`src/rtl/fetch_stage.sv`:
```
// Instruction-fetch stage: PC register, read-first instruction memory with a load port, IDLE/RUN/FAULT control.
// Optional macro FETCH_BOUNDS_CHECK_EN: fetching from a PC above the memory range faults instead of wrapping.
module fetch_stage #(
    parameter int          ADDR_BITS = 3,
    parameter logic [31:0] RESET_PC  = 32'h0000_0000,
    parameter logic [31:0] NOP_INST  = 32'h0000_0013
) (
    input  logic                 clk,
    input  logic                 rst,
    input  logic                 start,
    input  logic                 prog_we,
    input  logic [ADDR_BITS-1:0] prog_addr,
    input  logic [31:0]          prog_data,
    input  logic                 stall,
    input  logic                 redirect_valid,
    input  logic [31:0]          redirect_pc,
    output logic [31:0]          pc_out,
    output logic [31:0]          inst_out,
    output logic                 inst_valid,
    output logic                 fault
);

    typedef enum logic [1:0] {S_IDLE, S_RUN, S_FAULT} state_t;

    state_t                 r_state;
    logic [31:0]            r_pc;
    logic [31:0]            r_pc_out;
    logic                   r_valid;
    logic                   r_fault;
    logic [31:0]            r_rd_data;
    logic [31:0]            r_mem [0:(1<<ADDR_BITS)-1];

    logic [ADDR_BITS-1:0]   w_idx;
    logic                   w_oob;
    logic                   w_fetch;
    logic                   w_misaligned;

    assign w_idx        = r_pc[ADDR_BITS+1:2];
    assign w_misaligned = |redirect_pc[1:0];

`ifdef FETCH_BOUNDS_CHECK_EN
    assign w_oob = |r_pc[31:ADDR_BITS+2];
`else
    assign w_oob = 1'b0;
`endif

    assign w_fetch = (r_state == S_RUN) && !redirect_valid && !stall && !w_oob;

    // Memory has no reset; the read register only advances on a real fetch so stall holds inst_out.
    always_ff @(posedge clk) begin
        if (prog_we) begin
            r_mem[prog_addr] <= prog_data;
        end
        if (w_fetch) begin
            r_rd_data <= r_mem[w_idx];
        end
    end

    always_ff @(posedge clk or posedge rst) begin
        if (rst) begin
            r_state  <= S_IDLE;
            r_pc     <= RESET_PC;
            r_pc_out <= RESET_PC;
            r_valid  <= 1'b0;
            r_fault  <= 1'b0;
        end else begin
            case (r_state)
                S_IDLE: begin
                    if (start) begin
                        r_state <= S_RUN;
                    end
                end
                S_RUN, S_FAULT: begin
                    if (redirect_valid) begin
                        r_pc    <= redirect_pc;
                        r_valid <= 1'b0;
                        r_fault <= w_misaligned;
                        r_state <= w_misaligned ? S_FAULT : S_RUN;
                    end else if (r_state == S_RUN && !stall) begin
                        if (w_oob) begin
                            r_state <= S_FAULT;
                            r_fault <= 1'b1;
                            r_valid <= 1'b0;
                        end else begin
                            r_pc_out <= r_pc;
                            r_valid  <= 1'b1;
                            r_pc     <= r_pc + 32'd4;
                        end
                    end
                end
                default: r_state <= S_IDLE;
            endcase
        end
    end

    assign pc_out     = r_pc_out;
    assign inst_out   = r_valid ? r_rd_data : NOP_INST;
    assign inst_valid = r_valid;
    assign fault      = r_fault;

endmodule

```
`config.mk`:
```
export PLATFORM = sky130hd
export DESIGN_NAME = fetch_stage
export DESIGN_NICKNAME = d
export VERILOG_FILES = /design/src/rtl/fetch_stage.sv
export SDC_FILE = /design/constraint.sdc
export NUM_CORES = 1
export LEC_CHECK = 0
export BUFFER_PORTS_ARGS = -buffer_cell sky130_fd_sc_hd__buf_2
export CAP_MARGIN = 5
export CORE_ASPECT_RATIO = 0.75
export CORE_UTILIZATION = 35
export CTS_BUF_LIST = sky130_fd_sc_hd__clkbuf_4 sky130_fd_sc_hd__clkbuf_8 sky130_fd_sc_hd__clkbuf_16
export CTS_CLUSTER_DIAMETER = 150
export CTS_CLUSTER_SIZE = 40
export DETAILED_ROUTE_END_ITERATION = 7
export SYNTH_ARGS = -nofsm -noshare
export SYNTH_HDL_FRONTEND = slang
export SYNTH_SLANG_ARGS = --single-unit
```
`constraint.sdc`:
```
create_clock -name clk -period 3.1 [get_ports clk]
set_clock_uncertainty 0.15 [all_clocks]
set_input_delay 0.465 -clock clk [delete_from_list [all_inputs] [get_ports clk]]
set_output_delay 0.465 -clock clk [all_outputs]
set_load 0.005 [all_outputs]
```
==> results.md <==
* Final worst slack at 0.599 ns
* Yosys warns at 0
* Slew headroom at 0.542
* Final setup viols at 0
* # Post-CTS Setup Buffers at 0
* Synthesized flop and latch total at 356
* Post-synth EDFFs at 288
* All-Layer GR Usage at 0.157
* Clk Tree Root Cell: clkbuf_16
* Setup crit end kind: flop
* Max cap viols at 0
* Die Span Y at 178 µm
* Syn avg cell area at 16.3 µm²
* Clock sinks at 356
* Final period util at 0.807
* Clock insertion delay at the later pin of the skew report at 0.53 ns
* Clk slew on worst S/H paths at 0.15 ns
* Placed instance count at 1517
* Status: finished, final reports clean
* WL/cell at 21.2 µm
* Placement Setup Slack at 0.620 ns
* Vias in the first global route at 8074
* Post-synthesis cell count at 881
* DRC errors left at 0
* Routed wire length at 32.8 mm
* Post-route total power at 12300 µW
* Power Density at 749 mW/mm²
* Share of layout cells above drive strength 1 at 0.300
* First-pass GRT wire length at 49.6 mm
* TritonCTS clock tree: done
* Area grow syn2layout at 13.7%
* Seq/Total Area, Yosys at 0.719
* Crit-path max FO at 9
* Die Wd at 236 µm
* Pre-Repair DR Iteration Count at 5
* # port buffers at 138
* Final count of hold timing violations at 0
* CP Class: reg2reg
* CP Launch Type: flop
* Pleak at 0.00581 µW
* Pins Over Slew Limit at 0
* Worst-margin pin slew at 0.680 ns
* Non-Filler Instances at 1547
* Fmax at 0.400 GHz
* Hold Slack at 0.0400 ns
* Largest net degree at the start of global routing at 69
* Std cell rows at 63
* Post-Syn Area at 0.0144 mm²
* RSZ-0062 raised after global routing: false
* CTS Buffer Depth at 3
* Initial DRC count at 837
* Starting density of the core at 0.359
* H-tree depth at 1
* Remaining antenna violation count at 0
* Final HPWL DP at 19.8 mm
* Post-synth cell types at 56
* Die Area at 0.0419 mm²
* Nets at 1096
* Crit path DAT at 2.78 ns
* Remaining Overflow, GRT at 0
* Tmin final at 2.50 ns
* # IOs at 139
* Initial antenna violation count at 1
* Hold Path Class: in2reg
* Maximum vdd drop at 0.411 mV
* Drt via density at 5.21
* FFs w/ async S/R, synth at 0.191
* CP required at 3.38 ns
* Final setup TNS at 0 ns
* Syn nets at 958
* Primary FF master, synth: edfxtp_1
* CTS buffer count at 12
* Placer congestion estimate at 0.882
* Routed via count at 8065
* Core ar. at 0.0400 mm²
==> where the power goes <==
| group | internal [µW] | switching [µW] |
|---|---|---|
| Combinational | 1750 | 1840 |
| Sequential | 5860 | 555 |
| Clock | 899 | 1360 |
| Total | 8500 | 3750 |
==> layout by cell type, fill, tap and decap left out, drive strengths merged, types with 3 or more instances in the layout <==
cell         synthesis  final
nand3               24     24
a31oi                4      4
mux2                32     32
and4                 5      5
nor2                25     25
inv                  8      8
nand2b              10     10
edfxtp             288    288
nor2b                5      5
nand4               10     10
and3                 6      6
o211ai               4      4
clkbuf              31     20
o21a                 3      3
dlygate4sd3          0      8
o21ai               31     31
o22ai                4      4
buf                 19    166
and2                30     30
a21oi               26     26
nand2              127    127
a22oi                4      4
mux4                64     64
nor4                 8      8
or4                  3      3
mux2i                3      3
nor3                11     11
dfrtp               68     68
or3                  5      5
ha                   4      4
==> cell usage after synthesis (4+ instances only) <==
cell        n  area (µm²)
buf_2      11        55.1
o22ai_1     4        25.0
mux2_2     32         360
and2_1     30         188
nor3_1     10        50.1
o21ai_0    29         145
nand2b_1   10        62.6
and3_1      5        31.3
mux4_2     64        1440
nor2_1     25        93.8
a21oi_1    26         130
nand4_1     9        56.3
inv_1       8        30.0
nor2b_1     5        31.3
buf_1       8        30.0
clkbuf_1   31         116
a31oi_1     4        25.0
nand3_1    22         110
ha_1        4        50.1
or3_1       5        31.3
edfxtp_1  288        8650
dfrtp_1    68        1700
nor4_1      6        37.5
a22oi_1     4        30.0
nand2_1   127         477
==> sequential cells by signal, indices dropped and copies added, names as in the netlist <==
register    count
r_state         2
r_rd_data      32
pc_out         32
fault           1
inst_valid      1
r_mem         256
r_pc           32
==> final cells by class <==
cell class / count / area [µm²]
inverter: 8 / 30.0
clock buffer: 20 / 395
timing repair buffer: 174 / 1040
fill: 3654 / 23700
antenna: 2 / 5.00
multi-input combinational: 467 / 3880
sequential: 356 / 10400
tap: 520 / 651
==> cell families after synthesis <==
logic type | synth area share
mux | 0.127
buf+inv | 0.0161
compound gates | 0.0391
flops | 0.719
simple gates | 0.0940
xor+xnor | 0.000609
fa+ha+maj | 0.00348
==> stage by stage <==
stage,instance area [µm²],util
final,16400,0.409
after global routing,16400,0.409
after CTS,16400,0.409
after detailed placement,15900,0.397
after global placement,15900,0.397
after floorplan,14400,-
==> repair_timing <==
action / in CTS / in global routing
resized for setup: 0 / 0
hold buffers: 8 / 0
endpoints found under the hold margin: 31 / 0
==> path summary, 6_finish.rpt <==
kind / startpoint / to / slack [ns] / cells after the start
max: r_state[1] / r_pc[31] / 0.60 / 7
min: redirect_pc[26] / r_pc[26] / 0.04 / 3
max reg2reg: r_state[1] / r_pc[31] / 0.60 / 7
min reg2reg: pc_out[19] / pc_out[19] / 0.34 / 2
max in group asynchronous: rst / pc_out[2] / 1.76 / 4
min in group asynchronous: rst / pc_out[21] / 0.37 / 3
==> critical path: stages (launching register included) <==
cell	delay, ns
dfrtp_1	0.43
inv_1	0.10
ha_1	0.18
nand2b_1	0.29
or3_1	0.52
nor4_2	0.45
and4_1	0.27
nor3_2	0.04
==> routing by layer <==
metal,vias up,wire length (µm),GRT usage
met5,-,0,0
met2,189,15500,0.251
met4,0,530,0.0302
met3,27,1640,0.0263
met1,4198,15100,0.227
li1,3651,-,-
Power figures use the tool's default switching activity.
